File: config.mk
export PLATFORM = sky130hd
export DESIGN_NAME = arm_playback_ctrl_flat
export DESIGN_NICKNAME = d
export VERILOG_FILES = /design/src/rtl/arm_playback_ctrl_pkg.sv /design/src/rtl/arm_playback_ctrl_if.sv /design/src/rtl/arm_playback_ctrl_axis_slew.sv /design/src/rtl/arm_playback_ctrl.sv /design/src/flat_wrapper.sv
export SDC_FILE = /design/constraint.sdc
export NUM_CORES = 1
export LEC_CHECK = 0
export CAP_MARGIN = 15
export CELL_PAD_IN_SITES_DETAIL_PLACEMENT = 0
export CELL_PAD_IN_SITES_GLOBAL_PLACEMENT = 1
export CORE_MARGIN = 3
export CORE_UTILIZATION = 25
export DETAILED_ROUTE_END_ITERATION = 16
export GPL_ROUTABILITY_DRIVEN = 0
export PLACE_DENSITY_LB_ADDON = 0.1
export SETUP_SLACK_MARGIN = 0.02
export SLEW_MARGIN = 10
export SYNTH_ARGS = -nofsm -noshare
export SYNTH_HDL_FRONTEND = slang
export SYNTH_SLANG_ARGS = --single-unit
File: constraint.sdc
create_clock -name clk -period 8.66 [get_ports clk]
set_input_delay 2.598 -clock clk [delete_from_list [all_inputs] [get_ports clk]]
set_output_delay 2.598 -clock clk [all_outputs]
set_load 0.1 [all_outputs]
File: src/rtl/arm_playback_ctrl_pkg.sv
`default_nettype none
// +----------------------------------------------------------------------+
// | arm_pkg: shared types, state encoding and defaults for arm playback  |
// | Revision: 1.0                                                        |
// +----------------------------------------------------------------------+
package arm_pkg;

  localparam int AXIS_W = 8;
  typedef logic [AXIS_W-1:0] axis_t;

  localparam axis_t HOME_POS_DEF = 8'd10;

  localparam logic [2:0] ST_IDLE    = 3'd0;
  localparam logic [2:0] ST_FETCH   = 3'd1;
  localparam logic [2:0] ST_LATCH   = 3'd2;
  localparam logic [2:0] ST_MOVE    = 3'd3;
  localparam logic [2:0] ST_HOLD    = 3'd4;
  localparam logic [2:0] ST_ADVANCE = 3'd5;
  localparam logic [2:0] ST_DONE    = 3'd6;

endpackage
`default_nettype wire

File: src/rtl/arm_playback_ctrl_if.sv
`default_nettype none
// +----------------------------------------------------------------------+
// | arm_playback_ctrl_if: operator controls, ROM port and joint outputs  |
// | Revision: 1.0                                                        |
// +----------------------------------------------------------------------+
interface arm_playback_ctrl_if
  import arm_pkg::*;
#(
  parameter int ADDR_W = 6
) ();

  logic              start;
  logic              stop;
  logic              loop_en;
  logic [ADDR_W-1:0] rom_addr;
  axis_t             rom_data_x;
  axis_t             rom_data_y;
  axis_t             rom_data_z;
  axis_t             pos_x;
  axis_t             pos_y;
  axis_t             pos_z;
  logic              pos_valid;
  logic              busy;
  logic              done;
  logic [ADDR_W-1:0] cur_index;

  modport master (
    output start, stop, loop_en, rom_data_x, rom_data_y, rom_data_z,
    input  rom_addr, pos_x, pos_y, pos_z, pos_valid, busy, done, cur_index
  );

  modport slave (
    input  start, stop, loop_en, rom_data_x, rom_data_y, rom_data_z,
    output rom_addr, pos_x, pos_y, pos_z, pos_valid, busy, done, cur_index
  );

endinterface
`default_nettype wire

File: src/rtl/arm_playback_ctrl_axis_slew.sv
`default_nettype none
// +----------------------------------------------------------------------+
// | axis_slew: one rate-limited step of a joint position toward target   |
// | Revision: 1.0                                                        |
// +----------------------------------------------------------------------+
module axis_slew
  import arm_pkg::*;
#(
  parameter int STEP = 4
) (
  input  wire axis_t pos,
  input  wire axis_t target,
  output axis_t      next_pos,
  output logic       at_target
);

  localparam logic signed [AXIS_W:0] STEP_S = (AXIS_W+1)'(STEP);

  // One extra bit keeps the full 0..255 span signed without wrap.
  logic signed [AXIS_W:0] diff;

  always_comb begin
    diff = $signed({1'b0, target}) - $signed({1'b0, pos});
    if (diff > STEP_S) begin
      next_pos = pos + AXIS_W'(STEP);
    end else if (diff < -STEP_S) begin
      next_pos = pos - AXIS_W'(STEP);
    end else begin
      next_pos = target;
    end
  end

  assign at_target = (next_pos == target);

endmodule
`default_nettype wire

File: src/rtl/arm_playback_ctrl.sv
`default_nettype none
// +----------------------------------------------------------------------+
// | arm_playback_ctrl: walks waypoint ROM, slews x/y/z, dwells, advances |
// | Revision: 1.0                                                        |
// +----------------------------------------------------------------------+
module arm_playback_ctrl
  import arm_pkg::*;
#(
  parameter int    ADDR_W     = 6,
  parameter int    NUM_POINTS = 64,
  parameter int    TICK_DIV   = 50000,
  parameter int    STEP       = 4,
  parameter int    HOLD_TICKS = 100,
  parameter axis_t HOME_POS   = HOME_POS_DEF
) (
  input wire clk,
  input wire rst,
  arm_playback_ctrl_if.slave bus
);

  localparam int                TICK_W    = $clog2(TICK_DIV);
  localparam int                HOLD_W    = $clog2(HOLD_TICKS + 2);
  localparam logic [TICK_W-1:0] TICK_LAST = TICK_W'(TICK_DIV - 1);
  localparam logic [ADDR_W-1:0] LAST_IDX  = ADDR_W'(NUM_POINTS - 1);
  localparam logic [HOLD_W-1:0] HOLD_INIT = HOLD_W'(HOLD_TICKS);

  logic [2:0]        state_q, state_d;
  logic [TICK_W-1:0] tick_cnt_q, tick_cnt_d;
  logic [HOLD_W-1:0] hold_q, hold_d;
  logic [ADDR_W-1:0] index_q, index_d;
  axis_t [2:0]       pos_q, pos_d;
  axis_t [2:0]       target_q, target_d;
  logic              pos_valid_q, pos_valid_d;
  logic              start_low_q, start_low_d;
  axis_t [2:0]       rom_data;
  wire axis_t [2:0]  next_pos;
  wire [2:0]         at_target;
  logic              tick;
  logic              start_edge;
  logic              busy;

  assign rom_data = {bus.rom_data_z, bus.rom_data_y, bus.rom_data_x};

  for (genvar a = 0; a < 3; a++) begin : g_axis
    axis_slew #(.STEP(STEP)) u_slew (
      .pos       (pos_q[a]),
      .target    (target_q[a]),
      .next_pos  (next_pos[a]),
      .at_target (at_target[a])
    );
  end

  // Remembers "start was seen low"; resetting it to 0 means a start held
  // high through reset must drop and rise again before it counts.
  assign start_edge = bus.start & start_low_q;
  assign tick       = (tick_cnt_q == TICK_LAST);
  assign busy       = (state_q != ST_IDLE) && (state_q != ST_DONE);

  always_comb begin
    state_d     = state_q;
    hold_d      = hold_q;
    index_d     = index_q;
    pos_d       = pos_q;
    target_d    = target_q;
    pos_valid_d = 1'b0;
    start_low_d = ~bus.start;
    tick_cnt_d  = tick ? '0 : tick_cnt_q + 1'b1;

    if (bus.stop) begin
      state_d = ST_IDLE;
      hold_d  = '0;
    end else begin
      case (state_q)
        ST_IDLE, ST_DONE: begin
          if (start_edge) begin
            index_d = '0;
            state_d = ST_FETCH;
          end
        end
        ST_FETCH: state_d = ST_LATCH;
        ST_LATCH: begin
          target_d = rom_data;
          state_d  = ST_MOVE;
        end
        ST_MOVE: begin
          if (tick) begin
            pos_d       = next_pos;
            pos_valid_d = (next_pos != pos_q);
            if (&at_target) begin
              hold_d  = HOLD_INIT;
              state_d = ST_HOLD;
            end
          end
        end
        ST_HOLD: begin
          if (hold_q == '0) begin
            state_d = ST_ADVANCE;
          end else if (tick) begin
            hold_d = hold_q - 1'b1;
          end
        end
        ST_ADVANCE: begin
          if (index_q < LAST_IDX) begin
            index_d = index_q + 1'b1;
            state_d = ST_FETCH;
          end else if (bus.loop_en) begin
            index_d = '0;
            state_d = ST_FETCH;
          end else begin
            state_d = ST_DONE;
          end
        end
        default: state_d = ST_IDLE;
      endcase
    end
  end

  always_ff @(posedge clk or negedge rst) begin
    if (!rst) begin
      state_q     <= ST_IDLE;
      tick_cnt_q  <= '0;
      hold_q      <= '0;
      index_q     <= '0;
      pos_q       <= {3{HOME_POS}};
      target_q    <= {3{HOME_POS}};
      pos_valid_q <= 1'b0;
      start_low_q <= 1'b0;
    end else begin
      state_q     <= state_d;
      tick_cnt_q  <= tick_cnt_d;
      hold_q      <= hold_d;
      index_q     <= index_d;
      pos_q       <= pos_d;
      target_q    <= target_d;
      pos_valid_q <= pos_valid_d;
      start_low_q <= start_low_d;
    end
  end

  assign bus.rom_addr  = index_q;
  assign bus.cur_index = index_q;
  assign bus.pos_x     = pos_q[0];
  assign bus.pos_y     = pos_q[1];
  assign bus.pos_z     = pos_q[2];
  assign bus.pos_valid = pos_valid_q;
  assign bus.busy      = busy;
  assign bus.done      = (state_q == ST_DONE);

endmodule
`default_nettype wire

File: src/flat_wrapper.sv
// flat-port wrapper written by rule: the top's interface ports become plain ports
module arm_playback_ctrl_flat import arm_pkg::*;
#(
  parameter int    ADDR_W     = 6,
  parameter int    NUM_POINTS = 64,
  parameter int    TICK_DIV   = 50000,
  parameter int    STEP       = 4,
  parameter int    HOLD_TICKS = 100,
  parameter axis_t HOME_POS   = HOME_POS_DEF
)
  (clk, rst, bus_start, bus_stop, bus_loop_en, bus_rom_data_x, bus_rom_data_y, bus_rom_data_z, bus_rom_addr, bus_pos_x, bus_pos_y, bus_pos_z, bus_pos_valid, bus_busy, bus_done, bus_cur_index);
  arm_playback_ctrl_if #(.ADDR_W(ADDR_W)) bus_i ();
  input wire clk;
  input wire rst;
  input wire logic [$bits(bus_i.start)-1:0] bus_start;
  input wire logic [$bits(bus_i.stop)-1:0] bus_stop;
  input wire logic [$bits(bus_i.loop_en)-1:0] bus_loop_en;
  input wire logic [$bits(bus_i.rom_data_x)-1:0] bus_rom_data_x;
  input wire logic [$bits(bus_i.rom_data_y)-1:0] bus_rom_data_y;
  input wire logic [$bits(bus_i.rom_data_z)-1:0] bus_rom_data_z;
  output wire logic [$bits(bus_i.rom_addr)-1:0] bus_rom_addr;
  output wire logic [$bits(bus_i.pos_x)-1:0] bus_pos_x;
  output wire logic [$bits(bus_i.pos_y)-1:0] bus_pos_y;
  output wire logic [$bits(bus_i.pos_z)-1:0] bus_pos_z;
  output wire logic [$bits(bus_i.pos_valid)-1:0] bus_pos_valid;
  output wire logic [$bits(bus_i.busy)-1:0] bus_busy;
  output wire logic [$bits(bus_i.done)-1:0] bus_done;
  output wire logic [$bits(bus_i.cur_index)-1:0] bus_cur_index;
  assign bus_i.start = bus_start;
  assign bus_i.stop = bus_stop;
  assign bus_i.loop_en = bus_loop_en;
  assign bus_i.rom_data_x = bus_rom_data_x;
  assign bus_i.rom_data_y = bus_rom_data_y;
  assign bus_i.rom_data_z = bus_rom_data_z;
  assign bus_rom_addr = bus_i.rom_addr;
  assign bus_pos_x = bus_i.pos_x;
  assign bus_pos_y = bus_i.pos_y;
  assign bus_pos_z = bus_i.pos_z;
  assign bus_pos_valid = bus_i.pos_valid;
  assign bus_busy = bus_i.busy;
  assign bus_done = bus_i.done;
  assign bus_cur_index = bus_i.cur_index;
  arm_playback_ctrl #(.ADDR_W(ADDR_W), .NUM_POINTS(NUM_POINTS), .TICK_DIV(TICK_DIV), .STEP(STEP), .HOLD_TICKS(HOLD_TICKS), .HOME_POS(HOME_POS)) u_core (.clk(clk), .rst(rst), .bus(bus_i));
endmodule
==> out/metrics.yaml, run 1 <==
root_buffer: "clkbuf_16"
fin_util_pct: 30.5
core_area_um2: 26400
cts_hold_buf: 0
status: "completed"
hp-class: "reg2reg"
cp-start-kind: "flip-flop"
die_x_um: 171
htree_num_levels: 3
synth_seq_cells: 82
busiest_layer: "met2"
clock_path_buffers: 2
syn_inst: 792
period_needed_ns: 5.18
start_util_pct: 25.7
drive_gt1_share_pct: 9.85
boundaryPins: 68
grt_use_met1_pct: 21.3
routedWlPerCell_um: 17.7
grt_usage_pct: 14.4
nets: 904
met3_usage_pct: 2.33
critPathRequiredTime_ns: 6.06
cts_setup_buffers: 0
fp-row-count: 59
maxSlewHeadroom_pct: 29.5
die_h_um: 171
rrSetupSlack_ns: 4.16
drt-initial-drc-count: 357
clk_pin_slew_ns: 0.07
r2r_start: "u_core.bus.pos_x[4]"
cp_slowest_cell: "clkdlybuf4s50_1"
power.density_nw_per_um2: 271
slew_violations: 0
power.leakage_nw: 3.22
total_power_mw: 2.18
via_count: 6072
grt_pass1_vias: 6085
syn_nets: 858
synth-edff-count: 0
critPathKind: "reg2out"
crit_start: "u_core.state_q[2]"
grt_max_degree: 43
met2_usage_pct: 22.1
ant_nets: 0
clock_latency_ns: 0.35
yosysSeqAreaShare_pct: 30.5
avgSynthCellArea_um2: 8.57
cts_made_buffers: 9
wl_um: 20800
fin_worst_skew_ns: 0.0136
ys_types: 86
reg2reg_depth: 13
syn2layout_area_growth_pct: 18.5
clkSinkCount: 82
vias_per_cell: 5.15
setup_viol: 0
drc: 0
grt_antenna_before_repair: 0
endpoint_kind: "primary output"
hp-start: "u_core.hold_q[1]"
worstPathCellList: "nor2b_1 -> nor3_1 -> inv_1 -> clkdlybuf4s50_1"
ir_drop_v: 0.0000875
rsz0062_at_grt: "no"
nFillCells: 2796
dp_hpwl_um: 15800
clock.fmax_ghz: 0.193
synth_flop_cell: "dfrtp_1"
antennaDiodeCount: 0
setup_tns_ns: 0
grt_pass1_wl_um: 33600
async_reset_ff_share_pct: 100
holdPathStages: 1
dr.pass1.iters: 5
die_area_um2: 29200
grt_remaining_overflow: 0
port-buffer-count: 67
slowest_delay_ns: 1.13
crit_arrival_ns: 2.58
netlist_area_um2: 6790
worst_pin_slew_ns: 1.05
crit_fanout: 8
cts_resized: 0
drv_cap: 0
ys_warn_count: 0
timing.final.crit_share_pct: 59.8
finalHoldViolations: 0
cts_tree: "built"
final timing paths:
path                                            end
worst min-delay path               u_core.hold_q[1]
worst max-delay path                       bus_busy
worst min register to register     u_core.hold_q[1]
worst max register to register     u_core.hold_q[1]
min in group asynchronous          u_core.hold_q[1]
max in group asynchronous       u_core.bus.pos_x[4]
cell type report:
type                            instances  area [µm²]  share of cell area, %
Inverter                               56         210                   2.62
Sequential cell                        82        2070                   25.7
Timing Repair Buffer                   72         703                   8.75
Tap cell                              335         419                   5.21
Clock buffer                            9         225                   2.80
Clock inverter                          7        82.6                   1.03
Multi-Input combinational cell        617        4330                   53.9
cell families (layout without fill, tap and decap cells):
| family | after synthesis | in the layout | synth area share, % |
|---|---|---|---|
| AOI/OAI and AO/OA | 213 | 213 | 22.0 |
| xor gates and xnor gates | 73 | 73 | 9.42 |
| adders and majority gates | 37 | 37 | 7.15 |
| buffers and inverters | 93 | 144 | 5.81 |
| DFF | 82 | 82 | 30.5 |
| muxes | 28 | 28 | 4.48 |
| and+or+nand+nor | 266 | 266 | 20.7 |
report_power, final:
part	switching (mW)	leakage, nW	internal (mW)
clock	0.180	0.145	0.229
sequential	0.118	1.01	0.458
combinational	0.708	2.07	0.488
Yosys cell counts, types with 4 or more instances:
library cell | count | area share [%]
dfstp_2 | 12 | 4.6
nor4_1 | 6 | 0.55
inv_1 | 53 | 2.9
mux2_2 | 19 | 3.2
a21oi_1 | 35 | 2.6
o2111ai_1 | 6 | 0.77
buf_4 | 11 | 1.2
o22a_1 | 5 | 0.65
xor2_1 | 20 | 2.6
nor2b_1 | 15 | 1.4
o211ai_1 | 4 | 0.44
nand2b_1 | 10 | 0.92
clkbuf_1 | 23 | 1.3
a31oi_1 | 6 | 0.55
o221ai_1 | 5 | 0.65
nand3_1 | 34 | 2.5
nand3b_1 | 6 | 0.66
nor3_1 | 25 | 1.8
and3_1 | 14 | 1.3
ha_1 | 34 | 6.3
a222oi_1 | 5 | 0.74
nand2_1 | 56 | 3.1
a211oi_1 | 13 | 1.4
dfrtp_1 | 70 | 26
or3_1 | 4 | 0.37
o32a_1 | 5 | 0.74
a21o_1 | 13 | 1.4
or2_2 | 5 | 0.46
nand4_1 | 10 | 0.92
nor2_1 | 52 | 2.9
o22ai_1 | 6 | 0.55
xnor2_1 | 53 | 6.8
o21ai_0 | 61 | 4.5
mux2i_1 | 9 | 1.3
nor4b_1 | 5 | 0.65
cells in the final DEF, fill, tap and decap left out, drive strengths merged, types with 5 or more instances in the layout:
cell type      netlist  layout
o221ai               5       5
and3                15      15
nand2               56      56
nand2b              10      10
nor3                25      25
o2111ai              6       6
o22ai                6       6
a221oi               5       5
clkbuf              23       9
nand3b               6       6
nor2b               15      15
nand3               34      34
nor4b                5       5
a21oi               38      38
buf                 14       6
dfrtp               70      70
dfstp               12      12
a211oi              13      13
inv                 54      58
ha                  34      34
o22a                 5       5
a21o                13      13
xor2                20      20
o21ai               66      66
mux2i                9       9
a222oi               5       5
a31oi                6       6
o32a                 5       5
clkdlybuf4s50        0      66
nor2                53      53
nor4                 7       7
mux2                19      19
or2                  7       7
xnor2               53      53
nand4               10      10
per-layer routing:
metal / wire (µm) / up-vias
li1: - / 2975
met2: 9310 / 100
met1: 10500 / 2980
met5: 0 / -
met3: 718 / 17
met4: 243 / 0
registers in the layout, indices dropped and copies added (netlist names):
signal / cells
u_core.target_q: 24
u_core.tick_cnt_q: 16
u_core.bus.pos_x: 8
u_core.bus.pos_y: 8
u_core.bus.pos_z: 8
u_core.hold_q: 7
u_core.bus.cur_index: 6
u_core.state_q: 3
u_core.bus.pos_valid: 1
u_core.start_low_q: 1
metrics by stage:
stage,hold WS (ns),area [µm²],instances,setup WS [ns]
6_report,0.492,8040,1178,3.48
5_1_grt,0.507,8040,1178,3.34
4_1_cts,0.501,8030,1177,3.47
3_5_place_dp,0.484,7720,1161,3.85
3_3_place_gp,0.468,7720,1161,3.91
2_1_floorplan,0.447,6790,792,4.31
critical path, delay by kind of cell (launching register included):
kind / cells / cell delay, ns
flip-flops: 1 / 0.46
AND/OR/NAND/NOR: 2 / 0.56
buffers and inverters: 2 / 1.21
No activity file was read; power rests on OpenSTA's default activity.
==> run 2: changes to the inputs <==
Clock period 8.66 ns to 4.8 ns, I/O delays scaled along.
==> run 2 against run 1 <==
Compared with the run above: non-clock buffer count up 3; register-to-register slack worse by 4.0 ns; die area unchanged; core utilization up 0.066 points; critical path type is now reg2reg; final area up 0.22%.
==> out/metrics.yaml, run 2 (synthesis gave the netlist of run 1 again) <==
fin_area_um2: 8060
die_h_um: 171
drv_cap: 0
holdPathStages: 1
p_int_mw: 2.11
grt_remaining_overflow: 0
period_needed_ns: 4.60
vias_per_cell: 5.12
start_util_pct: 25.7
regArea_um2: 2070
core_area_um2: 26400
via_count: 6050
htree_num_levels: 3
die_x_um: 171
slowest_delay_ns: 0.69
boundaryPins: 68
clk_pin_slew_ns: 0.07
grt_max_degree: 72
total_power_mw: 3.92
finalHoldViolations: 0
critPathRequiredTime_ns: 5.01
rsz0062_at_grt: "no"
rrSetupSlack_ns: 0.20
setup_viol: 0
wl_um: 21000
status: "completed"
cts_resized: 0
clkSinkCount: 82
endpoint_kind: "flip-flop"
nets: 907
power_frac_seq_pct: 26.5
setup_ws_ns: 0.204
setup_tns_ns: 0
ir_drop_v: 0.000184
worstPathCellList: "inv_1 -> ha_1 -> o211a_1 -> o21ai_2 -> and2_4 -> a311o_4 -> or4_1 -> o21ai_0 -> a222oi_1 -> xnor2_1 -> nor4_1 -> and4_1 -> a31oi_1"
comb_power_share_pct: 54.7
maxSlewHeadroom_pct: 26.4
die_area_um2: 29200
multi_input_area_um2: 4330
crit_fanout: 9
power.leakage_nw: 3.24
power_switching_share_pct: 46.0
timing.final.crit_share_pct: 95.7
fp-row-count: 59
drc: 0
top_register: "u_core.target_q"
cts_hold_buf: 0
cp-start-kind: "flip-flop"
port-buffer-count: 67
final_common_cell: "dfrtp_1"
antennaDiodeCount: 0
cts_tree: "built"
syn2layout_area_growth_pct: 18.7
largest_register_ffs: 24
worst_pin_slew_ns: 1.10
clock_latency_ns: 0.35
slew_violations: 0
grt_pass1_wl_um: 33500
final_cell_mix: "70 x dfrtp_1, 65 x clkdlybuf4s50_1, 61 x o21ai_0, 56 x nand2_1"
reg2reg_depth: 13
grt_pass1_vias: 5900
fin_worst_skew_ns: 0.00844
root_buffer: "clkbuf_16"
cts_setup_buffers: 0
routedWlPerCell_um: 17.8
drive_gt1_share_pct: 10.3
cts_made_buffers: 9
hp-class: "reg2reg"
power.density_nw_per_um2: 486
grt_usage_pct: 14.6
critPathKind: "reg2reg"
drt-initial-drc-count: 356
dpl_cell_area_um2: 7750
dp_hpwl_um: 16100
grt_antenna_before_repair: 0
dr.pass1.iters: 5
cp_slowest_cell: "dfstp_2"
clock_path_buffers: 2
top_regs: "u_core.target_q: 24 flops, u_core.tick_cnt_q: 16 flops"
nFillCells: 2771
pwr-share-clk_pct: 18.7
clock.fmax_ghz: 0.218
crit_arrival_ns: 4.81
ant_nets: 0
preCtsSetupSlack_ns: 0.311
power.switching_mw: 1.80
[run 2: area by class of cell]
| type | count | share of cell area (%) |
|---|---|---|
| clock buffer | 9 | 2.80 |
| clock inverter | 7 | 0.963 |
| inverter | 56 | 2.61 |
| multi-input combinational | 617 | 53.8 |
| sequential | 82 | 25.7 |
| tap | 335 | 5.20 |
| timing repair buffer | 75 | 9.01 |
[run 2: path summary, 6_finish.rpt]
path | startpoint | endpoint
max in group asynchronous | rst | u_core.target_q[19]
worst max-delay path | u_core.bus.pos_z[3] | u_core.bus.pos_valid
worst min-delay path | u_core.tick_cnt_q[0] | u_core.tick_cnt_q[0]
min in group asynchronous | rst | u_core.tick_cnt_q[13]
worst min register to register | u_core.tick_cnt_q[0] | u_core.tick_cnt_q[0]
worst max register to register | u_core.bus.pos_z[3] | u_core.bus.pos_valid
[run 2: through the flow]
| step | cells | hold WS [ns] | util (%) |
|---|---|---|---|
| after global routing | 1181 | 0.513 | 30.6 |
| after CTS | 1181 | 0.492 | 30.6 |
| final | 1181 | 0.484 | 30.6 |
| after floorplan | 792 | 0.447 | - |
| after detailed placement | 1165 | 0.479 | 29.4 |
| after global placement | 1165 | 0.470 | 29.4 |
[run 2: worst max-delay path: cells and delay by family (launching register included)]
kind | cells | cell delay [ns]
buffers and inverters | 1 | 0.22
XOR/XNOR | 1 | 0.22
AO/OA/AOI/OAI | 6 | 1.53
flip-flops | 1 | 0.69
AND/OR/NAND/NOR | 4 | 1.37
adder cells (fa/ha/maj) | 1 | 0.44
[run 2: power by group through the flow]
stage	registers, mW	clock network (mW)	logic, mW
after floorplan	0.973	0	1.68
after global placement	1.05	0	2.15
after detailed placement	1.06	0	2.14
after CTS	1.04	0.762	2.15
after global routing	1.07	0.789	2.37
final	1.04	0.733	2.14
[run 2: routing by layer]
metal	track usage (%)	wire length [µm]	vias to the layer above	share of wire, %
met5	0	0	-	0
met1	20.5	10400	2956	50
met4	3.03	203	0	0.97
li1	-	-	2986	-
met3	2.63	675	14	3.2
met2	23.5	9670	94	46
==> run 3: changes to the inputs <==
Settings changed: CORE_ASPECT_RATIO set to 1.2.
==> run 3 against run 2 <==
Compared with the run above: first-iteration DRC count down 28%; sequential power about the same; non-clock buffer count up 3; via count is 0.58% lower; routed wire length up 1.1%; count of clock-buffer cells in the layout unchanged; final area is 0.14% higher; largest power group unchanged; highest routed layer unchanged.
==> out/metrics.yaml, run 3 (synthesis gave the netlist of run 1 again) <==
timing.final.crit_share_pct: 89.7
grt_pass1_vias: 6076
nets: 910
power.leakage_nw: 3.25
nFillCells: 2812
grt_usage_pct: 14.8
cts_setup_buffers: 0
grt_use_met1_pct: 19.1
worst_pin_slew_ns: 1.06
start_util_pct: 25.6
drt-initial-drc-count: 258
fin_cells: 1184
core_area_um2: 26500
ant_nets: 0
worstPathCellList: "inv_1 -> ha_1 -> o211a_1 -> o21ai_2 -> and2_4 -> a311o_4 -> or4_1 -> o21ai_1 -> a222oi_1 -> xnor2_1 -> nor4_1 -> and4_1 -> a31oi_1"
die_area_um2: 29200
hp-class: "reg2reg"
cp_slowest_cell: "dfrtp_1"
fin_worst_skew_ns: 0.0130
total_power_mw: 3.91
clock.fmax_ghz: 0.232
ir_drop_v: 0.000219
final_cell_mix: "70 x dfrtp_1, 65 x clkdlybuf4s50_1, 60 x o21ai_0, 56 x nand2_1"
cts_hold_buf: 0
grt_max_degree: 69
clkSinkCount: 82
met2_usage_pct: 25.1
critPathKind: "reg2reg"
vias_per_cell: 5.08
setup_ws_ns: 0.497
wl_um: 21200
antennaDiodeCount: 0
min_to: "u_core.hold_q[1]"
syn2layout_area_growth_pct: 18.9
drv_cap: 0
endpoint_kind: "flip-flop"
hp-start: "u_core.hold_q[1]"
busiest_layer: "met2"
clock_latency_ns: 0.36
power.density_nw_per_um2: 484
met3_usage_pct: 2.20
setup_viol: 0
crit_fanout: 10
grt_antenna_before_repair: 0
critPathRequiredTime_ns: 5.02
regToRegEndpoint: "u_core.bus.pos_valid"
cts_resized: 0
status: "completed"
rrSetupSlack_ns: 0.50
root_buffer: "clkbuf_16"
cts_made_buffers: 9
drc: 0
via_count: 6015
path_buf_inv: 1
fin_util_pct: 30.4
reg2reg_depth: 13
slew_violations: 0
crit_arrival_ns: 4.53
drive_gt1_share_pct: 10.6
dpl_cell_area_um2: 7770
largest_register_ffs: 24
dp_hpwl_um: 16200
top_regs: "u_core.target_q: 24 flops, u_core.tick_cnt_q: 16 flops"
rsz0062_at_grt: "no"
setup_tns_ns: 0
cp-start-kind: "flip-flop"
place_inst: 1168
dr.pass1.iters: 5
slowest_delay_ns: 0.57
die_x_um: 156
boundaryPins: 68
holdPathStages: 1
htree_num_levels: 3
top_register: "u_core.target_q"
clk_pin_slew_ns: 0.07
maxSlewHeadroom_pct: 28.8
die_h_um: 186
fin_area_um2: 8070
period_needed_ns: 4.30
port-buffer-count: 67
grt_remaining_overflow: 0
finalHoldViolations: 0
cpLargestDelayFamily: "compound AO/OA/AOI/OAI gates"
final_common_cell: "dfrtp_1"
clock_path_buffers: 2
fin_hold_ws_ns: 0.486
routedWlPerCell_um: 17.9
fp-row-count: 65
preCtsSetupSlack_ns: 0.267
cts_tree: "built"
grt_pass1_wl_um: 34300
r2r_start: "u_core.bus.pos_z[4]"
run 3: cell count changes in the layout (fill, tap and decap cells not counted):
cell / change
clkinv_2: -1
buf_4: +3
clkinv_4: -2
o21ai_0: -1
clkinvlp_4: +1
o21ai_1: +1
bufinv_16: -1
inv_8: +3
run 3: how the worst max path moves through the flow:
stage	start	endpoint	slack, ns	cells after the start
final	u_core.bus.pos_z[4]	u_core.bus.pos_valid	0.50	13
after global routing	u_core.bus.pos_z[4]	u_core.bus.pos_valid	0.18	13
after CTS	u_core.bus.pos_z[4]	u_core.bus.pos_valid	0.24	13
after detailed placement	u_core.bus.pos_z[4]	u_core.bus.pos_valid	0.27	13
after global placement	u_core.bus.pos_z[4]	u_core.bus.pos_valid	0.33	13
after floorplan	u_core.bus.pos_z[4]	u_core.bus.pos_valid	0.45	15
run 3: power breakdown:
part / total (mW) / switching (mW) / internal [mW]
logic: 2.16 / 1.27 / 0.888
registers: 1.03 / 0.205 / 0.826
clock network: 0.713 / 0.347 / 0.366
total: 3.91 / 1.83 / 2.08
run 3: metal layers:
metal | wire length [µm] | share of wire [%]
met5 | 0 | 0
met4 | 410 | 1.9
met3 | 678 | 3.2
met2 | 10500 | 50
met1 | 9580 | 45
run 3: final cells by class:
type	count	area, µm²	area share (%)
Sequential cell	82	2070	25.6
Clock buffer	9	225	2.79
Inverter	56	210	2.61
Clock inverter	7	66.3	0.822
Tap cell	335	419	5.20
Multi-Input combinational cell	617	4330	53.7
Timing Repair Buffer	78	748	9.28
